`config.mk`:
```
export PLATFORM = sky130hd
export DESIGN_NAME = hazard_scheduler
export DESIGN_NICKNAME = d
export VERILOG_FILES = /design/src/rtl/hazard_scheduler.sv
export SDC_FILE = /design/constraint.sdc
export NUM_CORES = 1
export LEC_CHECK = 0
export CORE_UTILIZATION = 48
export CTS_CLUSTER_DIAMETER = 120
export DETAILED_ROUTE_END_ITERATION = 10
export GPL_TIMING_DRIVEN = 0
export PLACE_DENSITY = 0.84
export SKIP_LAST_GASP = 1
export SLEW_MARGIN = 20
export SYNTH_ARGS = -nofsm -noshare
export SYNTH_HDL_FRONTEND = slang
export SYNTH_SLANG_ARGS = --single-unit
export TNS_END_PERCENT = 10
```
`constraint.sdc`:
```
create_clock -name clk -period 2.9 [get_ports clk]
set_input_delay 0.435 -clock clk [delete_from_list [all_inputs] [get_ports clk]]
set_output_delay 0.435 -clock clk [all_outputs]
set_load 0.005 [all_outputs]
```
`src/rtl/hazard_scheduler.sv`:
```
// hazard_scheduler: stall/flush scheduler for the 5-stage MIPS core.
// It covers the hazards that forwarding cannot resolve: load-use,
// branch operands compared in ID, taken-branch/jump squash, and
// occupancy of the multi-cycle multiply/divide unit (MDU).
// Optional build macro: HAZARD_PERF_CNT_EN adds a 32-bit stall_cnt
// output that counts stalled cycles; without it the port is absent.
module hazard_scheduler #(
    parameter int MULT_CYCLES = 4,
    parameter int DIV_CYCLES  = 32
) (
    input  logic       clk,
    input  logic       rst_n,
    input  logic [4:0] IFID_Rs,
    input  logic [4:0] IFID_Rt,
    input  logic       IFID_is_branch,
    input  logic       IFID_uses_hilo,
    input  logic [1:0] IFID_mdu_op,
    input  logic       IDEX_mem_read,
    input  logic       IDEX_reg_write,
    input  logic [4:0] IDEX_Rd,
    input  logic       branch_taken,
    input  logic       jump,
    output logic       PC_write,
    output logic       IFID_write,
    output logic       IFID_flush,
    output logic       IDEX_flush,
    output logic       mdu_busy,
    output logic       mdu_done
`ifdef HAZARD_PERF_CNT_EN
    ,
    output logic [31:0] stall_cnt
`endif
);

    // Branch-after-load needs a second stall cycle while the load reaches MEM.
    localparam logic [0:0] ST_IDLE    = 1'b0;
    localparam logic [0:0] ST_BR_WAIT = 1'b1;

    // The counter is loaded with N-1 so the done pulse lands on the Nth busy cycle.
    localparam logic [7:0] MULT_LOAD = 8'(MULT_CYCLES - 1);
    localparam logic [7:0] DIV_LOAD  = 8'(DIV_CYCLES - 1);

    logic [0:0] r_state;
    logic [7:0] r_mcnt;
    logic       r_mdu_busy;
    logic       r_mdu_done;

    logic w_rd_match;
    logic w_load_use;
    logic w_br_alu;
    logic w_br_load;
    logic w_mdu_req;
    logic w_mdu_hz;
    logic w_stall;
    logic w_mdu_start;

    // $0 is never a real producer, so a zero destination never creates a hazard.
    assign w_rd_match  = (IDEX_Rd != 5'd0) &&
                         ((IDEX_Rd == IFID_Rs) || (IDEX_Rd == IFID_Rt));
    assign w_load_use  = IDEX_mem_read & w_rd_match;
    assign w_br_alu    = IFID_is_branch & IDEX_reg_write & ~IDEX_mem_read & w_rd_match;
    assign w_br_load   = IFID_is_branch & w_load_use;
    // Opcode 11 is reserved and behaves like "no MDU operation".
    assign w_mdu_req   = (IFID_mdu_op == 2'b01) || (IFID_mdu_op == 2'b10);
    // On the done cycle the results are ready, so HI/LO readers and a new
    // MDU op may proceed without waiting another cycle.
    assign w_mdu_hz    = r_mdu_busy & (IFID_uses_hilo | w_mdu_req) & ~r_mdu_done;
    assign w_stall     = w_load_use | w_br_alu | (r_state == ST_BR_WAIT) | w_mdu_hz;
    // A stalled op must not start the MDU; it retries once the stall clears.
    assign w_mdu_start = w_mdu_req & ~w_stall & (~r_mdu_busy | r_mdu_done);

    assign mdu_busy = r_mdu_busy;
    assign mdu_done = r_mdu_done;

    // Pipeline write enables and flushes; stall outranks any redirect, and reset holds a bubble.
    always_comb begin
        PC_write   = 1'b1;
        IFID_write = 1'b1;
        IFID_flush = 1'b0;
        IDEX_flush = 1'b0;
        if (!rst_n) begin
            PC_write   = 1'b0;
            IFID_write = 1'b0;
            IFID_flush = 1'b0;
            IDEX_flush = 1'b1;
        end else if (w_stall) begin
            PC_write   = 1'b0;
            IFID_write = 1'b0;
            IFID_flush = 1'b0;
            IDEX_flush = 1'b1;
        end else begin
            IFID_flush = branch_taken | jump;
        end
    end

    // Branch-wait FSM: one extra stall cycle after a branch that depends on a load.
    always_ff @(posedge clk or negedge rst_n) begin
        if (!rst_n) begin
            r_state <= ST_IDLE;
        end else begin
            case (r_state)
                ST_IDLE:    r_state <= w_br_load ? ST_BR_WAIT : ST_IDLE;
                ST_BR_WAIT: r_state <= ST_IDLE;
                default:    r_state <= ST_IDLE;
            endcase
        end
    end

    // MDU occupancy tracker: load on start, count down, pulse done on the last busy cycle.
    always_ff @(posedge clk or negedge rst_n) begin
        if (!rst_n) begin
            r_mdu_busy <= 1'b0;
            r_mdu_done <= 1'b0;
            r_mcnt     <= 8'd0;
        end else if (w_mdu_start) begin
            r_mdu_busy <= 1'b1;
            r_mdu_done <= 1'b0;
            r_mcnt     <= (IFID_mdu_op == 2'b01) ? MULT_LOAD : DIV_LOAD;
        end else if (r_mdu_done) begin
            r_mdu_busy <= 1'b0;
            r_mdu_done <= 1'b0;
            r_mcnt     <= 8'd0;
        end else if (r_mdu_busy) begin
            if (r_mcnt == 8'd1) begin
                r_mdu_done <= 1'b1;
                r_mcnt     <= 8'd0;
            end else begin
                r_mcnt <= r_mcnt - 8'd1;
            end
        end
    end

`ifdef HAZARD_PERF_CNT_EN
    logic [31:0] r_stall_cnt;

    assign stall_cnt = r_stall_cnt;

    // Performance counter of stalled cycles; wraps naturally at 2^32.
    always_ff @(posedge clk or negedge rst_n) begin
        if (!rst_n) begin
            r_stall_cnt <= 32'd0;
        end else if (w_stall) begin
            r_stall_cnt <= r_stall_cnt + 32'd1;
        end
    end
`endif

endmodule

```
==> summary.txt, run 1 <==
Timing
  – Fin. Hold Viols: 0
  – # setup viols final: 0
  – Slack of the critical path: 119 ps
  – Maximum clock frequency: 360 MHz
  – Fin crit share: 95.9%
  – Actual slew at the worst max-slew pin: 518 ps
  – Setup TNS: 0 ps
  – Worst clock skew: 8.26 ps
  – Final Hold Slack: 114 ps
  – RSZ-0062 raised after global routing: no
  – Slew headroom: 65.1%
  – Fin. max-slew vios: 0
  – Min cycle time layout: 2780 ps

Synthesis
  – Post-synthesis mux area share: 5.06%
  – Sequential share of the synthesized area: 30.1%
  – Ys Warns: 0
  – Yosys top cell area share: 30.1%
  – Avg Inst Size Synth: 8.63 um^2
  – Share of flip-flops with an asynchronous set or reset: 100%
  – Synth Area in Simple Gates: 24.1%
  – Post-Synth Adder-Cell Area: 4.10%
  – Largest family of logic cells by synthesized area: simple AND/OR/NAND/NOR gates
  – Post-synth net total: 134
  – Dominant synthesized flop cell: dfrtp_1
  – Synthesized netlist cell count: 106
  – Netlist cell types: 37
  – Post-Synth XOR/XNOR Area: 11.5%
  – Post-synth EDFFs: 0
  – Synth top area cells: dfrtp_1 (30%), xor2_1 (8.6%), nor2_1 (4.5%)
  – Syn Std Cell Area: 915 um^2
  – Compound-gate portion of the synthesized area: 19.8%
  – Synthesized flop and latch total: 11
  – Largest area contributor in the netlist: dfrtp_1

Hold path
  – Hold crit path type: in -> async

Worst setup path
  – CP bufs+invs: 4
  – CP Cell Sequence: clkdlybuf4s50_1, xor2_1, nor2_1, a32oi_2, o21ai_1, inv_1, buf_4, clkdlybuf4s50_1
  – Arrival @ worst endpoint: 2350 ps
  – Kind of critical path: in -> out
  – Worst Path Max Fanout: 5
  – Crit path max-delay cell type: clkdlybuf4s50_1
  – Crit path top cell by count: clkdlybuf4s50_1
  – Cell family with most CP delay: buffers and inverters
  – CP peak stage delay: 550 ps
  – Crit. End Element: output port
  – Required time of the critical path: 2470 ps
  – CP Launch Type: input port

Clocking
  – Hold-fix buffers, CTS: 0
  – CTS tree: built
  – TritonCTS Buffers: 3
  – Longest Clk Path Bufs: 2
  – Worst-path clk slew: 70 ps
  – Clk sinks: 11
  – H-tree depth: 1
  – Root Driver: clkbuf_4
  – Worst-Skew Late Latency: 270 ps

Global route
  – Initial antenna violation count: 0
  – Met3 GRT Util: 2.38%
  – Overflow after GRT: 0
  – Number of global-route vias before repair: 909
  – GR peak layer: met2
  – First-pass GRT wire length: 3.68 mm
  – GR Util met1: 27.9%
  – Met2 Use GR: 44.6%
  – Total Routing Usage GR: 24.7%
  – Largest net degree at the start of global routing: 13

Floorplanning
  – Die Ht: 45.7 um
  – Die ar.: 0.00208 mm^2
  – Die width: 45.7 um
  – FP Rows: 15
  – Ports: 31
  – CORE AREA: 0.00176 mm^2
  – Initial Util: 51.8%

Place
  – Placed instance count: 161
  – Port bufs: 30
  – Dpl cell area: 0.00125 mm^2
  – Post-Place Worst Slack: -135 ps
  – Detailed placement HPWL: 1.81 mm
  – GP Congestion: 0.862

Finish
  – Area growth, synth to finish: 41.0%
  – Final net count: 169
  – Fin area: 0.00129 mm^2
  – Post-layout instance count excluding filler cells: 165
  – Antenna diode count: 0
  – Ratio of cells with drive above 1 in the final layout: 12.1%
  – Fin util: 73.1%
  – FILL cells: 141

Detailed routing
  – Pre-antenna DRT Iters: 4
  – Final WL: 2.20 mm
  – Via count: 965
  – Via density: 5.85
  – Iteration-0 DRC Markers: 19
  – DR WL/cell: 13.3 um
  – Final ANT Viol Nets: 0
  – DRC viols: 0

Power
  – Internal power: 498 uW
  – NetSw: 348 uW
  – Seq pwr share: 34.7%
  – Max VDD drop: 0.000447 V
  – P_leak: 0.570 nW
  – Power share of the combinational group: 52.8%
  – Pwr Total: 846 uW
  – Clock Power Share: 12.5%
  – Power Density: 656 mW/mm^2
  – Sw Share: 41.1%

Run status
  – Status: finished, final reports clean

Job
  – Max-Cap Viols: 0
==> cells in the final DEF (no fill, tap or decap), types with 3 or more instances in the layout <==
cell type	instances
xor2_1	9
nor3_1	4
o211ai_1	3
dlygate4sd2_1	3
buf_4	3
o21ai_0	4
clkdlybuf4s50_1	25
nand2_1	9
a21oi_1	5
xnor2_1	3
dfrtp_1	11
nor2_1	10
ha_1	3
clkbuf_4	3
inv_1	8
nor4_1	3
==> metal layers <==
metal  routed length, um  up-vias  part of all wire, %
met3                 103        7                  4.7
met5                   0        -                    0
met4                  53        0                  2.4
met2                1180       47                   54
met1                 855      460                   39
li1                    -      451                    -
==> final timing paths <==
check,from,end,slack (ps),cells after the start
setup / recovery,IDEX_Rd[0],PC_write,120,8
hold / removal,rst_n,r_mcnt[3],110,1
setup reg to reg,r_mcnt[0],r_mcnt[4],930,7
hold reg to reg,r_state,r_state,490,1
max in group asynchronous,rst_n,r_mcnt[5],2420,1
min in group clk,r_state,r_state,490,1
==> final cells by class <==
class,count,area [um^2],share of cell area [%]
Buffer,2,15.0,1.16
Clock buffer,4,26.3,2.04
Inverter,8,30.0,2.33
Multi-Input combinational cell,84,603,46.8
Sequential cell,11,275,21.3
Tap cell,25,31.3,2.42
Timing Repair Buffer,31,309,24.0
==> logic make-up (layout without fill, tap and decap cells) <==
kind of cell | Yosys count | in the layout
flops | 11 | 11
buf+inv | 11 | 45
mux | 4 | 4
fa+ha+maj | 3 | 3
xor+xnor | 12 | 12
compound gates | 24 | 24
simple gates | 41 | 41
==> cell usage after synthesis (3+ instances only) <==
master / instances
nand2_1: 9
nor3_1: 4
xor2_1: 9
o211ai_1: 3
o21ai_0: 5
nor4_1: 3
inv_1: 8
nor2_1: 11
dfrtp_1: 11
xnor2_1: 3
ha_1: 3
a21oi_1: 5
==> registers in the layout, indices dropped and copies added, names as in the netlist <==
name,cells
mdu_busy,1
mdu_done,1
r_mcnt,8
r_state,1
==> power groups by stage <==
stage          clock, mW  combinational (mW)  sequential, mW
2_1_floorplan          0               0.320           0.272
3_3_place_gp           0               0.422           0.288
3_5_place_dp           0               0.444           0.294
4_1_cts            0.108               0.449           0.291
5_1_grt            0.113               0.498           0.299
6_report           0.106               0.447           0.293
==> timing repair <==
action	in CTS	in global routing
setup buffers	1	0
gates cloned	0	0
gates resized for setup	6	3
setup endpoints to repair	4	2
pin swaps	1	0
Note: power is estimated with default switching activity, not from simulation.
==> run 2: changes to the inputs <==
Settings changed: SETUP_SLACK_MARGIN from default to 0.4.
==> run 2 against run 1 <==
  * First-iteration DRC count is 79% higher
  * Non-clock buffer count increased by 4
  * Power increased by 2.0%
  * Wire length up 4.8%
  * Global-route usage grew 0.74 points
  * Cell area rose by 3.7%
  * Sequential share of layout area is 0.76 points lower
  * Count of clock-buffer cells in the layout is the same
  * Sequential cell count unchanged
  * Largest power group unchanged
==> summary.txt, run 2 (synthesized netlist as in run 1, its figures left out) <==
Run status
  – Status: finished, final reports clean

Place
  – Dpl cell area: 0.00125 mm^2
  – Port bufs: 30
  – GP Congestion: 0.862
  – Detailed placement HPWL: 1.81 mm
  – Placed instance count: 161

Timing
  – Maximum clock frequency: 382 MHz
  – # setup viols final: 0
  – Final Hold Slack: 234 ps
  – RSZ-0062 raised after global routing: yes
  – Actual slew at the worst max-slew pin: 508 ps
  – Fin. max-slew vios: 0
  – Slew headroom: 65.8%
  – Fin crit share: 90.2%
  – Fin. Hold Viols: 0
  – Min cycle time layout: 2610 ps
  – Worst clock skew: 7.92 ps

Global route
  – Overflow after GRT: 0
  – Largest net degree at the start of global routing: 13
  – Number of global-route vias before repair: 938
  – Total Routing Usage GR: 25.4%
  – Initial antenna violation count: 0
  – First-pass GRT wire length: 3.77 mm

Finish
  – Area growth, synth to finish: 46.2%
  – Final net count: 173
  – Most common cell after layout, fill and taps aside: clkdlybuf4s50_1
  – Ratio of cells with drive above 1 in the final layout: 17.4%
  – Top reg by flops: r_mcnt
  – Fin area: 0.00134 mm^2
  – Antenna diode count: 0
  – Commonest non-fill, non-tap cells in the layout: clkdlybuf4s50_1 (23), dfrtp_1 (11), nor2_1 (10)
  – Max FFs per register: 8
  – Post-layout instance count excluding filler cells: 169

Floorplanning
  – CORE AREA: 0.00176 mm^2
  – Die ar.: 0.00208 mm^2
  – Initial Util: 51.8%
  – Die width: 45.7 um
  – FP Rows: 15
  – Die Ht: 45.7 um
  – Ports: 31

Clocking
  – TritonCTS Buffers: 3
  – CTS tree: built
  – Root Driver: clkbuf_4
  – Clk sinks: 11
  – Worst-path clk slew: 70 ps
  – Longest Clk Path Bufs: 2
  – H-tree depth: 1
  – Worst-Skew Late Latency: 270 ps

Worst setup path
  – R2R Setup Slk: 920 ps
  – R2R depth: 7
  – Required time of the critical path: 2470 ps
  – Crit. End Element: output port
  – Arrival @ worst endpoint: 2180 ps
  – RR Startpoint: r_mcnt[0]
  – Worst Path Max Fanout: 3
  – RR Endpoint: r_mcnt[4]
  – CP Launch Type: input port
  – Kind of critical path: in -> out

Power
  – Max VDD drop: 0.000447 V
  – Power Density: 645 mW/mm^2
  – P_leak: 0.597 nW

Hold path
  – Hold crit path type: in -> async

Detailed routing
  – Iteration-0 DRC Markers: 34
  – Via count: 970
  – DR WL/cell: 13.6 um
  – Final WL: 2.30 mm
  – Metal3 WL: 73 um
  – DRC viols: 0
  – Final ANT Viol Nets: 0
  – Via density: 5.74
  – Highest Signal Layer: met4
  – Wire length on met2: 1.27 mm
  – Met1 wire length: 917 um
  – Pre-antenna DRT Iters: 4

Job
  – Max-Cap Viols: 0
[run 2: layout make-up]
class | instances | area [um^2]
multi-input combinational | 84 | 629
sequential | 11 | 275
fill | 126 | 427
inverter | 8 | 30.0
timing repair buffer | 34 | 325
clock buffer | 4 | 26.3
buffer | 3 | 20.0
tap | 25 | 31.3
[run 2: layer usage]
layer,GRT usage [%],up-vias
met5,0,-
met4,16.4,0
met3,3.17,5
met2,45.4,29
met1,27.9,472
li1,-,464
[run 2: power by group]
group | leakage [nW] | switching [mW] | internal (mW) | total [mW]
clock | 0.0150 | 0.0521 | 0.0533 | 0.105
combinational | 0.447 | 0.221 | 0.241 | 0.461
sequential | 0.135 | 0.0838 | 0.212 | 0.296
[run 2: worst max-delay path by stage]
stage / from / end / slack (ps) / cells past startpoint
3_5_place_dp: IDEX_Rd[1] / PC_write / -130 / 8
6_report: IFID_Rs[2] / IDEX_flush / 290 / 7
2_1_floorplan: IDEX_Rd[1] / PC_write / 910 / 6
4_1_cts: IFID_mdu_op[1] / IFID_flush / 250 / 8
5_1_grt: IFID_Rt[2] / IDEX_flush / 190 / 7
3_3_place_gp: IDEX_Rd[1] / PC_write / -100 / 8
[run 2: what timing repair did]
action / CTS / global route
pin swaps: 5 / 2
setup endpoints to repair: 4 / 4
gates resized for setup: 13 / 3
buffers inserted: 4 / 0
hold buffers: 0 / 0
[run 2: metrics by stage]
stage	setup WS [ps]	utilization, %	power [mW]	setup TNS, ps
after global placement	-96.8	70.6	0.711	-146
final	285	75.8	0.862	0
after global routing	193	75.8	0.923	0
after floorplan	906	-	0.592	0
after CTS	251	75.2	0.857	0
after detailed placement	-135	70.6	0.738	-267
[run 2: worst max-delay path, stage by stage]
cell and delay [ps]:
clkdlybuf4s50_1 410, xor2_1 170, nor3_2 200, a32oi_2 150, o21ai_2 200, buf_4 130
clkdlybuf4s50_1 480
==> run 3: changes to the inputs <==
Settings changed: ABC_AREA from default to 1, CORE_MARGIN from default to 2, CTS_CLUSTER_DIAMETER 120 to default.
==> run 3 against run 2 <==
  * Largest cell class unchanged
  * Synthesized cell count is 36% higher
  * Non-clock buffer count unchanged
  * Power decreased by 20%
  * Via count rose by 7.0%
  * Highest routed layer unchanged
  * Global-route usage decreased by 2.0 points
  * Register-to-register slack better by 30 ps
  * Sequential power shrank 12%
  * Critical path depth is 4 higher
  * Area after synthesis did not move
  * Clock power about the same
  * Fmax is 3.2% lower
  * Core utilization shrank 1.1 points
==> summary.txt, run 3 <==
Timing
  – Setup TNS: 0 ps
  – Fin. max-slew vios: 0
  – Fin. Hold Viols: 0
  – Fin crit share: 93.1%
  – Actual slew at the worst max-slew pin: 552 ps
  – Worst clock skew: 3.44 ps
  – Maximum clock frequency: 370 MHz
  – Min cycle time layout: 2700 ps
  – # setup viols final: 0
  – Slew headroom: 63.1%
  – RSZ-0062 raised after global routing: yes

Worst setup path
  – Crit path to: IDEX_flush
  – Required time of the critical path: 2470 ps
  – Setup crit start: IDEX_Rd[1]
  – Arrival @ worst endpoint: 2270 ps
  – R2R depth: 15
  – R2R Setup Slk: 950 ps
  – Kind of critical path: in -> out
  – CP Cell Sequence: clkdlybuf4s50_1, inv_2, nand2_1, nand2_1, nor2_1, nand3_1, nand2_2, nand3_2, nand3_2, buf_4, clkdlybuf4s50_1
  – CP Launch Type: input port
  – CP bufs+invs: 4
  – RR Startpoint: mdu_busy
  – CP Depth: 11
  – Worst Path Max Fanout: 4
  – CP peak stage delay: 540 ps
  – RR Endpoint: r_mcnt[4]
  – Crit. End Element: output port
  – Crit path max-delay cell type: clkdlybuf4s50_1
  – Cell family with most CP delay: buffers and inverters

Global route
  – Number of global-route vias before repair: 972
  – First-pass GRT wire length: 3.81 mm
  – Overflow after GRT: 0
  – Total Routing Usage GR: 23.5%
  – Initial antenna violation count: 0
  – Largest net degree at the start of global routing: 13

Synthesis
  – Syn Std Cell Area: 915 um^2
  – Share of flip-flops with an asynchronous set or reset: 100%
  – Ys Warns: 0
  – Largest area contributor in the netlist: dfrtp_1
  – Most common cell in the netlist: nand2_1
  – Synthesized flop and latch total: 11
  – Commonest cells post-synth: nand2_1 (45), inv_1 (22), nor2_1 (21)
  – Yosys top cell area share: 30.1%
  – Sequential share of the synthesized area: 30.1%
  – Dominant synthesized flop cell: dfrtp_1
  – Synthesized netlist cell count: 144
  – Avg Inst Size Synth: 6.35 um^2
  – Synth top area cells: dfrtp_1 (30%), nand2_1 (18%), inv_1 (9.0%)
  – Post-synth net total: 172
  – Netlist cell types: 20
  – Post-synth EDFFs: 0

Power
  – Max VDD drop: 0.000443 V
  – Pwr Total: 687 uW
  – P_leak: 0.720 nW
  – Power Density: 521 mW/mm^2

Detailed routing
  – Via count: 1038
  – DRC viols: 0
  – Final ANT Viol Nets: 0
  – DR WL/cell: 11.0 um
  – Pre-antenna DRT Iters: 5
  – Via density: 4.99
  – Iteration-0 DRC Markers: 28
  – Final WL: 2.29 mm

Floorplanning
  – Die Ht: 47.7 um
  – Initial Util: 51.8%
  – FP Rows: 15
  – Ports: 31
  – Die ar.: 0.00227 mm^2
  – Die width: 47.7 um
  – CORE AREA: 0.00176 mm^2

Finish
  – Fin util: 74.8%
  – Top reg by flops: r_mcnt
  – Commonest non-fill, non-tap cells in the layout: nand2_1 (45), clkdlybuf4s50_1 (28), inv_1 (21)
  – Most common cell after layout, fill and taps aside: nand2_1
  – Max FFs per register: 8
  – Antenna diode count: 0
  – Final net count: 212
  – Area growth, synth to finish: 44.2%
  – Ratio of cells with drive above 1 in the final layout: 12.0%
  – FILL cells: 157

Clocking
  – Worst-path clk slew: 70 ps
  – Hold-fix buffers, CTS: 0
  – CTS tree: built
  – Worst-Skew Late Latency: 270 ps
  – Clk sinks: 11
  – Root Driver: clkbuf_4
  – Longest Clk Path Bufs: 2
  – TritonCTS Buffers: 3
  – H-tree depth: 1

Hold path
  – Hold crit path type: reg -> reg

Run status
  – Status: finished, final reports clean

Place
  – Detailed placement HPWL: 1.76 mm
  – Port bufs: 30
  – GP Congestion: 0.874

Job
  – Max-Cap Viols: 0
==> run 3: metal layers <==
layer | GRT usage [%] | share of wire (%) | up-vias
met5 | 0 | 0 | -
met4 | 4.32 | 0.87 | 0
met3 | 7.55 | 7.1 | 6
met2 | 41.6 | 49 | 39
met1 | 28.1 | 43 | 465
li1 | - | - | 528
==> run 3: layout make-up <==
type	instances	area, um^2	share of cell area [%]
flip-flops and latches	11	275	20.9
plain buffers	2	18.8	1.42
repair buffers	35	339	25.7
multi-input cells	105	531	40.2
inverters	26	97.6	7.40
well taps	25	31.3	2.37
clock buffers	4	26.3	1.99
==> run 3: worst min-delay path by stage <==
| stage | start | end | slack [ps] | depth (start not counted) |
|---|---|---|---|---|
| after floorplan | rst_n | mdu_busy | 140 | 0 |
| after global placement | r_state | r_state | 430 | 1 |
| after detailed placement | r_state | r_state | 450 | 1 |
| after CTS | r_state | r_state | 460 | 1 |
| after global routing | r_state | r_state | 480 | 1 |
| final | r_state | r_state | 450 | 1 |
==> run 3: logic make-up after synthesis <==
group / share of synthesized area (%)
fa+ha+maj: 4.10
flops: 30.1
buf+inv: 12.7
simple gates: 44.2
xor+xnor: 5.75
compound gates: 3.15
==> run 3: per-stage QoR <==
stage	worst slack (ps)	cell area, um^2	instances	hold slack (ps)
floorplan	1100	915	144	139
global placement	116	1250	199	434
detailed placement	87.3	1250	199	451
CTS	207	1310	208	461
global route	54.2	1320	208	481
finish	200	1320	208	454
==> run 3: what timing repair did <==
item,CTS,global route
endpoints found under the setup margin,4,4
cloned,0,0
pin swaps,2,1
setup buffers,5,0
resized for setup,3,2
==> run 3: report_power, final <==
group | total (mW) | switching (mW) | internal [mW]
clock network | 0.106 | 0.0528 | 0.0533
registers | 0.259 | 0.0525 | 0.206
logic | 0.322 | 0.165 | 0.157
total | 0.687 | 0.271 | 0.417
==> variant, RTL diff (config.mk and constraints of run 3) <==
Register the input `IFID_Rs` before use, with the module's reset. The logic sees it one clock later. The other inputs are not delayed to match.
--- a/src/rtl/hazard_scheduler.sv
+++ b/src/rtl/hazard_scheduler.sv
@@ -42,2 +42,12 @@
 
+    logic [4:0] IFID_Rs_q;
+
+    always_ff @(posedge clk or negedge rst_n) begin
+        if (!rst_n) begin
+            IFID_Rs_q <= '0;
+        end else begin
+            IFID_Rs_q <= IFID_Rs;
+        end
+    end
+
     logic [0:0] r_state;
@@ -58,3 +68,3 @@
     assign w_rd_match  = (IDEX_Rd != 5'd0) &&
-                         ((IDEX_Rd == IFID_Rs) || (IDEX_Rd == IFID_Rt));
+                         ((IDEX_Rd == IFID_Rs_q) || (IDEX_Rd == IFID_Rt));
     assign w_load_use  = IDEX_mem_read & w_rd_match;
Behaviour: not the same (a bounded check fails within 4 cycles, from zero or initial values and one cycle with rst_n low).
==> variant against run 3 <==
Clock power increased by 42%; synthesized area is 17% higher; combinational power is 2% lower; sequential power up 28%; worst setup slack lost 18 ps; power grew 16%; register-to-register slack better by 330 ps; maximum frequency is 0.66% lower; sequential cell count rose by 5; first-iteration DRC count shrank 7.1%; routed wire length grew 12%; final area increased by 12%; highest routed layer unchanged.
==> variant: results (changes against run 3) <==
Worst hold path
  • HP Class: input port to async pin

Placed design
  • Pre-CTS setup slack: 49.99 ps (-37.35 ps)
  • Final HPWL DP: 1921 µm (+8.9%)
  • Post-Place Cells: 210 (+5.5%)
  • RePlAce Congestion: 0.8260 (-5.5%)
  • PortBufs: 30 (unchanged)

Global route
  • Vias in the first global route: 1040 (+7.0%)
  • GRT Overall Usage: 20.70% (-2.8 points)
  • Largest net degree at the start of global routing: 18 (+5)
  • First-pass GRT wire length: 4119 µm (+8.2%)
  • Antenna violations before repair: 0 (unchanged)

Clocking
  • TritonCTS buffer count: 3 (unchanged)
  • CTS clk-pin slew, worst paths: 100 ps (+30 ps)
  • H-tree levels: 1 (unchanged)
  • Clock root cell: clkbuf_4
  • Clock Latency Late Sink: 290 ps (+20 ps)
  • Clock tree buffer depth: 2 (unchanged)

Synthesis
  • Post-synthesis sequential area ratio: 37.43% (+7.3 points)
  • Syn_nets: 180 (+4.7%)
  • Syn avg cell area: 7.038 µm² (+11%)
  • Commonest cells post-synth: 48 x nand2_1, 23 x inv_1, 17 x nor2_1
  • Synth cell types: 19 (-5.0%)
  • Synth Warn #: 0 (unchanged)
  • Ys async rst share: 100.0% (unchanged)
  • Top post-synthesis cells by area: dfrtp_1 37%, nand2_1 17%, inv_1 8.1%

Setup path
  • Max stage delay cell, worst path: clkdlybuf4s50_1
  • Largest delay share family, worst path: buffers and inverters
  • Critical Path AT: 2280 ps
  • Crit Path Max Fanout: 3 (-1)
  • CP peak stage delay: 460 ps (-80 ps)

Detailed routing
  • Post-Route WL: 2557 µm (+12%)
  • Drt via density: 5.009 (+0.38%)
  • Via count: 1082 (+4.2%)
  • Drt first-iter violations: 26 (-7.1%)
  • Routed Antenna Nets: 0 (unchanged)
  • DR pass1 iterations: 4 (-1)

Outcome
  • Status: finished, final reports clean

Power
  • Pleak: 0.8249 nW (+15%)
  • VDD IR max: 417.4 µV (-5.7%)
  • NetSw: 0.2972 mW (+9.8%)

Floorplan
  • Row Count: 17 (+2)

Layout
  • Fill cells: 157 (unchanged)
  • Inserted Diodes: 0 (unchanged)
  • Fin nets: 217 (+2.4%)
  • Largest Register: r_mcnt
  • Layout cell share with drive strength beyond 1: 12.77% (+0.74 points)
  • Largest registers: r_mcnt x8, IFID_Rs_q x5

STA
  • Max Clock Skew: 3.104 ps (-0.3353 ps)
  • Max_slew headroom: 47.55% (-16 points)
variant: cell count changes in the layout (fill, tap and decap cells not counted), moves of 2 or more:
| cell | delta |
|---|---|
| nand3_4 | +2 |
| clkdlybuf4s50_1 | -6 |
| dlymetal6s2s_1 | +5 |
| nor2_1 | -5 |
| nand3_2 | -2 |
| inv_2 | +3 |
| dfrtp_1 | +5 |
| nand2_1 | +3 |
| buf_4 | -3 |
variant: area by class of cell:
type                       instances  area [µm²]  share of cell area, %
buffer                             2       18.77                  1.269
clock buffer                       4       36.28                  2.453
inverter                          29       108.9                  7.360
multi-input combinational        105       551.8                  37.31
sequential                        16       400.4                  27.07
tap                               28       35.03                  2.369
timing repair buffer              32       327.8                  22.17
variant: per-stage QoR:
stage | cell area [µm²] | hold WS [ps]
2_1_floorplan | 1070 | 139.4
3_3_place_gp | 1405 | 476.0
3_5_place_dp | 1405 | 477.9
4_1_cts | 1464 | 347.8
5_1_grt | 1479 | 395.8
6_report | 1479 | 326.0
variant: what timing repair did:
item / 4_1_cts / 5_1_grt
hold buffers: 0 / 0
gates resized for setup: 7 / 6
setup endpoints to repair: 4 / 4
pin swaps: 3 / 1
setup buffers: 2 / 0
variant: cell families after synthesis:
| kind of cell | after synthesis | synth area share (%) |
|---|---|---|
| AND/OR/NAND/NOR | 94 | 40.82 |
| XOR/XNOR | 5 | 4.094 |
| adder cells (fa/ha/maj) | 3 | 3.509 |
| flip-flops | 16 | 37.43 |
| AO/OA/AOI/OAI | 3 | 2.223 |
| buffers and inverters | 31 | 11.93 |
variant: final timing paths:
path / from / to / slack, ps / depth (start not counted)
worst max-delay path: IFID_mdu_op[1] / IDEX_flush / 180 / 10
worst min-delay path: rst_n / r_mcnt[4] / 330 / 1
worst max register to register: mdu_busy / r_mcnt[3] / 1280 / 12
worst min register to register: r_state / r_state / 490 / 1
min in group clk: r_state / r_state / 490 / 1
max in group asynchronous: rst_n / IFID_Rs_q[3] / 2080 / 1
variant: metal layers:
layer / vias to the layer above / GRT usage (%) / routed length [µm]
li1: 545 / - / -
met1: 503 / 23.02 / 1069
met2: 30 / 39.39 / 1320
met3: 4 / 2.339 / 139
met4: 0 / 8.772 / 27
met5: - / 0 / 0
variant: power by group through the flow:
| stage | clock, mW | combinational, mW | sequential (mW) |
|---|---|---|---|
| 5_1_grt | 0.156 | 0.357 | 0.337 |
| 3_5_place_dp | 0 | 0.307 | 0.333 |
| 4_1_cts | 0.149 | 0.314 | 0.329 |
| 2_1_floorplan | 0 | 0.216 | 0.321 |
| 3_3_place_gp | 0 | 0.288 | 0.331 |
| 6_report | 0.150 | 0.315 | 0.331 |
